===== src/rtl/serdes_bist_pkg.sv =====
// Shared types and PRBS constants for the SerDes loopback BIST engine.
package serdes_bist_pkg;

   typedef enum logic [1:0] {
      ST_IDLE  = 2'd0,
      ST_SYNC  = 2'd1,
      ST_CHECK = 2'd2,
      ST_DONE  = 2'd3
   } bist_state_e;

   localparam int PRBS7_LEN    = 7;
   localparam int PRBS15_LEN   = 15;
   localparam int PRBS_HIST_W  = PRBS15_LEN;
   localparam int PRBS7_TAP_A  = PRBS7_LEN - 1;
   localparam int PRBS7_TAP_B  = PRBS7_LEN - 2;
   localparam int PRBS15_TAP_A = PRBS15_LEN - 1;
   localparam int PRBS15_TAP_B = PRBS15_LEN - 2;

   localparam logic [PRBS_HIST_W-1:0] PRBS_SEED = {PRBS_HIST_W{1'b1}};

   // Next sequence bit from the bit history; h[0] is the most recent bit.
   function automatic logic prbs_fb(input logic [PRBS_HIST_W-1:0] h, input logic sel);
      logic fb;
      if (sel) begin
         fb = h[PRBS15_TAP_A] ^ h[PRBS15_TAP_B];
      end else begin
         fb = h[PRBS7_TAP_A] ^ h[PRBS7_TAP_B];
      end
      return fb;
   endfunction

endpackage


===== src/rtl/serdes_prbs_gen.sv =====
// Multi-bit PRBS7/PRBS15 word generator; the word register holds the presented
// word while the LFSR already holds the history needed for the following one.
module serdes_prbs_gen
   import serdes_bist_pkg::*;
#(
   parameter int DATA_W = 4
) (
   input  logic              clk,
   input  logic              rst_n,
   input  logic              load_i,
   input  logic              adv_i,
   input  logic              mode_i,
   output logic [DATA_W-1:0] data_o
);

   logic [PRBS_HIST_W-1:0] state_q, state_d;
   logic [DATA_W-1:0]      word_q, word_d;
   logic [PRBS_HIST_W-1:0] walk;
   logic [DATA_W-1:0]      word_nxt;

   // Unroll DATA_W LFSR steps, MSB of the word is the earliest bit.
   always_comb begin
      walk     = load_i ? PRBS_SEED : state_q;
      word_nxt = '0;
      for (int i = DATA_W-1; i >= 0; i--) begin
         word_nxt[i] = prbs_fb(walk, mode_i);
         walk        = {walk[PRBS_HIST_W-2:0], word_nxt[i]};
      end
      if (load_i || adv_i) begin
         state_d = walk;
         word_d  = word_nxt;
      end else begin
         state_d = state_q;
         word_d  = word_q;
      end
   end

   // LFSR history and presented word registers.
   always_ff @(posedge clk or negedge rst_n) begin
      if (!rst_n) begin
         state_q <= '0;
         word_q  <= '0;
      end else begin
         state_q <= state_d;
         word_q  <= word_d;
      end
   end

   assign data_o = word_q;

endmodule


===== src/rtl/serdes_lpbk_bist.sv =====
// Loopback BIST engine: PRBS TX word source, self-synchronising RX checker,
// sync/window/timeout sequencing and saturating bit-error count.
module serdes_lpbk_bist
   import serdes_bist_pkg::*;
#(
   parameter int DATA_W     = 4,
   parameter int ERR_CNT_W  = 16,
   parameter int CNT_W      = 16,
   parameter int LOCK_MATCH = 8
) (
   input  logic                 clk,
   input  logic                 rst_n,
   input  logic                 start_i,
   input  logic                 stop_i,
   input  logic                 prbs_sel_i,
   input  logic                 inject_err_i,
   input  logic [CNT_W-1:0]     cfg_words_i,
   input  logic [CNT_W-1:0]     cfg_timeout_i,
   output logic [DATA_W-1:0]    tx_data_o,
   output logic                 tx_valid_o,
   input  logic                 tx_ready_i,
   input  logic [DATA_W-1:0]    rx_data_i,
   input  logic                 rx_valid_i,
   output logic                 busy_o,
   output logic                 synced_o,
   output logic                 done_o,
   output logic                 pass_o,
   output logic                 timeout_o,
   output logic [ERR_CNT_W-1:0] err_cnt_o
);

   localparam int POP_W     = $clog2(DATA_W + 1);
   localparam int ERR_SUM_W = ERR_CNT_W + POP_W;
   localparam int MC_W      = $clog2(LOCK_MATCH + 1);

   bist_state_e            state_q, state_d;
   logic                   mode_q, mode_d;
   logic                   busy_q, busy_d;
   logic                   tx_valid_q, tx_valid_d;
   logic                   synced_q, synced_d;
   logic                   done_q, done_d;
   logic                   pass_q, pass_d;
   logic                   timeout_q, timeout_d;
   logic [ERR_CNT_W-1:0]   err_cnt_q, err_cnt_d;
   logic [CNT_W-1:0]       word_cnt_q, word_cnt_d;
   logic [CNT_W-1:0]       sync_cyc_q, sync_cyc_d;
   logic [MC_W-1:0]        match_q, match_d;
   logic [PRBS_HIST_W-1:0] hist_q, hist_d;
   logic                   inj_pend_q, inj_pend_d;
   logic                   tx_flip_q, tx_flip_d;

   logic                   gen_load, gen_adv, gen_mode;
   logic [DATA_W-1:0]      gen_data;
   logic                   tx_hs, start_go;
   logic [PRBS_HIST_W-1:0] chk_hist;
   logic [DATA_W-1:0]      rx_err;
   logic [POP_W-1:0]       rx_pop;
   logic [ERR_SUM_W-1:0]   err_sum;
   logic [ERR_CNT_W-1:0]   err_sat;
   logic [CNT_W-1:0]       words_eff;

   serdes_prbs_gen #(
      .DATA_W (DATA_W)
   ) u_gen (
      .clk    (clk),
      .rst_n  (rst_n),
      .load_i (gen_load),
      .adv_i  (gen_adv),
      .mode_i (gen_mode),
      .data_o (gen_data)
   );

   assign tx_hs     = tx_valid_q && tx_ready_i;
   assign start_go  = start_i && !stop_i && (state_q == ST_IDLE || state_q == ST_DONE);
   assign words_eff = (cfg_words_i == '0) ? CNT_W'(1) : cfg_words_i;

   // RX checker: predict each bit from the received history, then popcount and saturate.
   always_comb begin
      chk_hist = hist_q;
      rx_err   = '0;
      rx_pop   = '0;
      for (int i = DATA_W-1; i >= 0; i--) begin
         rx_err[i] = rx_data_i[i] ^ prbs_fb(chk_hist, mode_q);
         chk_hist  = {chk_hist[PRBS_HIST_W-2:0], rx_data_i[i]};
      end
      for (int i = 0; i < DATA_W; i++) begin
         rx_pop = rx_pop + POP_W'(rx_err[i]);
      end
      err_sum = ERR_SUM_W'(err_cnt_q) + ERR_SUM_W'(rx_pop);
      if (|err_sum[ERR_SUM_W-1:ERR_CNT_W]) begin
         err_sat = '1;
      end else begin
         err_sat = err_sum[ERR_CNT_W-1:0];
      end
   end

   // Run sequencing, counters and status next-state.
   always_comb begin
      state_d    = state_q;
      mode_d     = mode_q;
      synced_d   = synced_q;
      done_d     = done_q;
      pass_d     = pass_q;
      timeout_d  = timeout_q;
      err_cnt_d  = err_cnt_q;
      word_cnt_d = word_cnt_q;
      sync_cyc_d = sync_cyc_q;
      match_d    = match_q;
      hist_d     = rx_valid_i ? chk_hist : hist_q;
      inj_pend_d = inj_pend_q | inject_err_i;
      tx_flip_d  = tx_flip_q;
      gen_load   = 1'b0;
      gen_adv    = tx_hs;
      gen_mode   = mode_q;

      // A pending inject lands on the word loaded at the next handshake.
      if (tx_hs) begin
         tx_flip_d  = inj_pend_d;
         inj_pend_d = 1'b0;
      end else begin
         tx_flip_d  = tx_flip_q;
      end

      case (state_q)
         ST_IDLE, ST_DONE: begin
            if (start_go) begin
               state_d    = ST_SYNC;
               mode_d     = prbs_sel_i;
               gen_mode   = prbs_sel_i;
               gen_load   = 1'b1;
               hist_d     = '0;
               synced_d   = 1'b0;
               done_d     = 1'b0;
               pass_d     = 1'b0;
               timeout_d  = 1'b0;
               err_cnt_d  = '0;
               word_cnt_d = '0;
               sync_cyc_d = '0;
               match_d    = '0;
               inj_pend_d = 1'b0;
               tx_flip_d  = 1'b0;
            end else begin
               state_d = state_q;
            end
         end
         ST_SYNC: begin
            sync_cyc_d = sync_cyc_q + CNT_W'(1);
            if (rx_valid_i) begin
               if (|rx_err) begin
                  match_d = '0;
               end else begin
                  match_d = match_q + MC_W'(1);
                  if (match_d == MC_W'(LOCK_MATCH)) begin
                     synced_d = 1'b1;
                     state_d  = ST_CHECK;
                  end else begin
                     state_d  = ST_SYNC;
                  end
               end
            end else begin
               match_d = match_q;
            end
            // Achieving sync in the same cycle wins over the timeout.
            if (state_d == ST_SYNC && cfg_timeout_i != '0 && sync_cyc_d == cfg_timeout_i) begin
               state_d   = ST_DONE;
               done_d    = 1'b1;
               timeout_d = 1'b1;
            end else begin
               timeout_d = timeout_q;
            end
         end
         ST_CHECK: begin
            if (rx_valid_i) begin
               err_cnt_d  = err_sat;
               word_cnt_d = word_cnt_q + CNT_W'(1);
               if (word_cnt_d >= words_eff) begin
                  state_d = ST_DONE;
                  done_d  = 1'b1;
                  pass_d  = (err_cnt_d == '0);
               end else begin
                  state_d = ST_CHECK;
               end
            end else begin
               word_cnt_d = word_cnt_q;
            end
         end
         default: begin
            state_d = ST_IDLE;
         end
      endcase

      if (stop_i) begin
         state_d   = ST_IDLE;
         gen_load  = 1'b0;
         synced_d  = 1'b0;
         done_d    = 1'b0;
         pass_d    = 1'b0;
         timeout_d = 1'b0;
      end else begin
         gen_load  = gen_load;
      end

      busy_d     = (state_d == ST_SYNC) || (state_d == ST_CHECK);
      tx_valid_d = busy_d;
   end

   // Engine state and status registers.
   always_ff @(posedge clk or negedge rst_n) begin
      if (!rst_n) begin
         state_q    <= ST_IDLE;
         mode_q     <= 1'b0;
         busy_q     <= 1'b0;
         tx_valid_q <= 1'b0;
         synced_q   <= 1'b0;
         done_q     <= 1'b0;
         pass_q     <= 1'b0;
         timeout_q  <= 1'b0;
         err_cnt_q  <= '0;
         word_cnt_q <= '0;
         sync_cyc_q <= '0;
         match_q    <= '0;
         hist_q     <= '0;
         inj_pend_q <= 1'b0;
         tx_flip_q  <= 1'b0;
      end else begin
         state_q    <= state_d;
         mode_q     <= mode_d;
         busy_q     <= busy_d;
         tx_valid_q <= tx_valid_d;
         synced_q   <= synced_d;
         done_q     <= done_d;
         pass_q     <= pass_d;
         timeout_q  <= timeout_d;
         err_cnt_q  <= err_cnt_d;
         word_cnt_q <= word_cnt_d;
         sync_cyc_q <= sync_cyc_d;
         match_q    <= match_d;
         hist_q     <= hist_d;
         inj_pend_q <= inj_pend_d;
         tx_flip_q  <= tx_flip_d;
      end
   end

   assign tx_data_o  = gen_data ^ DATA_W'(tx_flip_q);
   assign tx_valid_o = tx_valid_q;
   assign busy_o     = busy_q;
   assign synced_o   = synced_q;
   assign done_o     = done_q;
   assign pass_o     = pass_q;
   assign timeout_o  = timeout_q;
   assign err_cnt_o  = err_cnt_q;

endmodule


===== config.mk =====
export PLATFORM = sky130hd
export DESIGN_NAME = serdes_lpbk_bist
export DESIGN_NICKNAME = d
export VERILOG_FILES = /design/src/rtl/serdes_bist_pkg.sv /design/src/rtl/serdes_prbs_gen.sv /design/src/rtl/serdes_lpbk_bist.sv
export SDC_FILE = /design/constraint.sdc
export NUM_CORES = 1
export LEC_CHECK = 0
export ABC_AREA = 1
export CAP_MARGIN = 20
export CORE_ASPECT_RATIO = 0.5
export CORE_MARGIN = 4
export CORE_UTILIZATION = 62
export DETAILED_ROUTE_END_ITERATION = 16
export GPL_TIMING_DRIVEN = 0
export MAX_ROUTING_LAYER = met4
export PLACE_DENSITY = 0.87
export SLEW_MARGIN = 20
export SYNTH_ARGS = -nofsm -noshare
export SYNTH_HDL_FRONTEND = slang
export SYNTH_HIERARCHICAL = 1
export SYNTH_SLANG_ARGS = --single-unit
export TNS_END_PERCENT = 10

===== constraint.sdc =====
create_clock -name clk -period 7.92 [get_ports clk]
set_clock_uncertainty 0.05 [all_clocks]
set_input_delay 1.584 -clock clk [delete_from_list [all_inputs] [get_ports clk]]
set_output_delay 1.584 -clock clk [all_outputs]
set_load 0.02 [all_outputs]

==> impl_metrics.env <==
export IMPL_status="finished, final reports clean"
export IMPL_finalMaxSlewViolations=0
export IMPL_leakagePower_nw=3.73
export IMPL_use_met2_pct=46.2
export IMPL_ctsResizeCount=0
export IMPL_dp_cells=1102
export IMPL_yosysUniqueCellTypes=41
export IMPL_r2r_start="hist_q[3]"
export IMPL_area_delta_synth_final_pct=18.6
export IMPL_dr_pass1_iters=5
export IMPL_setup_viol=0
export IMPL_cp_top_family="buffers and inverters"
export IMPL_pwr_share_comb_pct=27.2
export IMPL_clkPwrFrac_pct=31.5
export IMPL_postPlaceCellArea_um2=7170
export IMPL_crit_required_ns=8.10
export IMPL_grt_pass1_wl_um=25700
export IMPL_yosysWarnings=6
export IMPL_overflow=0
export IMPL_synth_area_leaders="dfrtp_1 37%, nand2_1 16%, inv_1 8.6%"
export IMPL_h_tree_depth=3
export IMPL_dp_hpwl_um=11600
export IMPL_dr_first_iter_drc_count=312
export IMPL_core_area_um2=9670
export IMPL_arrival_ns=5.17
export IMPL_multiInputGateArea_um2=3310
export IMPL_synth_area_um2=6300
export IMPL_cpMaxStageDelayCell="fa_1"
export IMPL_met3_usage_pct=5.87
export IMPL_fin_hold_ws_ns=0.454
export IMPL_cts_tree="done"
export IMPL_fill_cells=733
export IMPL_fp_dieW_um=151
export IMPL_relSlewSlack_pct=47.5
export IMPL_drv_cap=0
export IMPL_cts_buffers=9
export IMPL_fin_util_pct=77.3
export IMPL_ys_seq_area_share_pct=36.5
export IMPL_clk_pin_slew_ns=0.07
export IMPL_layout_cells_non_filler=1118
export IMPL_fmax_ghz=0.201
export IMPL_antennaDiodeCount=0
export IMPL_via_count=6102
export IMPL_switching_share_pct=33.3
export IMPL_fin_tns_setup_ns=0
export IMPL_crit_chain="clkdlybuf4s50_1 > inv_1 > nand3_1 > nand2_1 > fa_1 > fa_1 > inv_1 > fa_1 > nand2_1 > nor2_1 > nand3_1 > inv_2 > nand4_1 > inv_1 > clkbuf_1 > a21oi_1 > nand4_1 > nor2_1 > nand2_1 > mux2i_1"
export IMPL_post_cts_buffers=0
export IMPL_yosysMostFrequentCell="nand2_1"
export IMPL_cts_sinks=92
export IMPL_final_min_clock_period_ns=4.98
export IMPL_r2r_end="pass_o"
export IMPL_critPathBufInv=6
export IMPL_cts_hold_buffers=0
export IMPL_synth_area_per_cell_um2=7.01
export IMPL_synth_ff_type="dfrtp_1"
export IMPL_antenna_left=0
export IMPL_drc=0
export IMPL_synth_common_cells="265 x nand2_1, 145 x inv_1, 92 x dfrtp_1, 78 x nand3_1, 51 x nor2_1"
export IMPL_design_area_um2=7470
export IMPL_numPortBuffers=67
export IMPL_wl_per_cell_um=13.5
export IMPL_syn_nets=969
export IMPL_cp_start_kind="input port"
export IMPL_clock_latency_ns=0.35
export IMPL_row_count=25
export IMPL_rsz0062_at_grt="false"
export IMPL_syn_inst=899
export IMPL_grt_max_degree=81
export IMPL_cts_root_buf="clkbuf_16"
export IMPL_start_util_pct=65.2
export IMPL_grt_usage_pct=27.2
export IMPL_synth_edf_count=0
export IMPL_report_power_total_mw=1.39
export IMPL_viasPerCell=5.46
export IMPL_power_share_sequential_pct=41.2
export IMPL_startpoint="rx_data_i[0]"
export IMPL_antenna_found_initial=0
export IMPL_path_class="in -> reg"
export IMPL_final_net_count=1048
export IMPL_post_synth_top_area_cell="dfrtp_1"
export IMPL_die_h_um=79.3
export IMPL_critical_path_max_fanout=10
export IMPL_grt_pass1_vias=5858
export IMPL_seq_area_um2=2300
export IMPL_irDropWorstVdd_mv=0.143
export IMPL_internal_power_uw=925
export IMPL_drt_total_wl_um=15100
export IMPL_pre_cts_slack_ns=2.64
export IMPL_async_flop_share_pct=100
export IMPL_ios=70
export IMPL_reg2reg_setup_slack_ns=3.90
export IMPL_crit_path_max_incr_delay_ns=0.50
export IMPL_cp_num_cells=20
export IMPL_hold_viol=0
export IMPL_layout_drive_gt1_share_pct=7.32
export IMPL_yosysTopAreaCellShare_pct=36.5
export IMPL_fin_crit_sh_pct=62.9
export IMPL_met1_usage_pct=33.1
export IMPL_power_switching_uw=462
export IMPL_p_per_area_nw_per_um2=186
export IMPL_worst_slack_ns=2.94
export IMPL_routabilityCongestion=0.939
export IMPL_crit_path_end_kind="flop"
export IMPL_grt_busiest_layer="met2"
export IMPL_r2r_cells=22
export IMPL_worstMarginPinSlew_ns=0.785
export IMPL_clockBufferDepth=2
export IMPL_crit_end="pass_o"
export IMPL_hold_class="reg -> reg"
export IMPL_die_area_um2=11900
export IMPL_ys_ff_latch=92
[kinds of logic (layout without fill, tap and decap cells)]
group	Yosys count	after routing	synth area share, %
simple gates	458	458	32.3
buf+inv	174	258	11.1
compound gates	125	125	11.3
flops	92	92	36.5
fa+ha+maj	26	26	5.52
xor+xnor	23	23	3.20
mux	1	1	0.159
[power groups by stage]
stage / Combinational (mW) / Clock [mW] / Sequential, mW
after global placement: 0.362 / 0 / 0.578
after CTS: 0.378 / 0.446 / 0.571
after global routing: 0.432 / 0.470 / 0.580
after detailed placement: 0.376 / 0 / 0.579
final: 0.377 / 0.437 / 0.572
after floorplan: 0.255 / 0 / 0.570
[cell type report]
cell class                      instances  share of cell area [%]
Buffer                                 22                    1.69
Clock buffer                            9                    3.01
Clock inverter                          7                    1.02
Inverter                              152                    7.63
Multi-Input combinational cell        633                    44.2
Sequential cell                        92                    30.8
Tap cell                              135                    2.26
Timing Repair Buffer                   68                    9.36
[state kept, by name (all words and copies together), names as in the netlist]
register	flops
word_cnt_q	16
synced_o	1
err_cnt_o	16
hist_q	15
done_o	1
match_q	4
tx_flip_q	1
pass_o	1
state_q	2
inj_pend_q	1
u_gen/state_q	15
tx_valid_o	1
timeout_o	1
sync_cyc_q	16
mode_q	1
[how the worst min path moves through the flow]
stage                           startpoint                to  depth (start not counted)
after floorplan           u_gen/state_q[7]  u_gen/state_q[7]                          2
after global placement    u_gen/state_q[9]  u_gen/state_q[9]                          2
after detailed placement  u_gen/state_q[8]  u_gen/state_q[8]                          2
after CTS                 u_gen/state_q[8]  u_gen/state_q[8]                          2
after global routing      u_gen/state_q[8]  u_gen/state_q[8]                          2
final                     u_gen/state_q[8]  u_gen/state_q[8]                          2
[placed cells by master, fill, tap and decap left out, types with 5 or more instances in the layout]
cell / count
nor2_2: 14
nand2_2: 8
nand3_1: 78
o22ai_1: 19
nand4_1: 10
a21oi_1: 26
ha_1: 23
dfrtp_1: 92
inv_2: 6
o21ai_0: 50
buf_4: 5
clkbuf_16: 9
nand3_2: 5
nor3_1: 9
nand2_1: 265
nor2_1: 51
inv_1: 145
o21ai_1: 10
xor2_1: 23
clkbuf_1: 12
clkdlybuf4s50_1: 66
[layer usage]
layer  vias up  part of all wire, %
met2       192                   49
met1      2842                   43
met5         -                    0
li1       3040                    -
met4         0                  1.5
met3        28                  6.1
[tightest hold or removal path, cell delays in order, from the launching register on]
cell,delay (ns)
dfrtp_1,0.34
nand2_1,0.05
o21ai_1,0.07
Power figures use the tool's default switching activity.
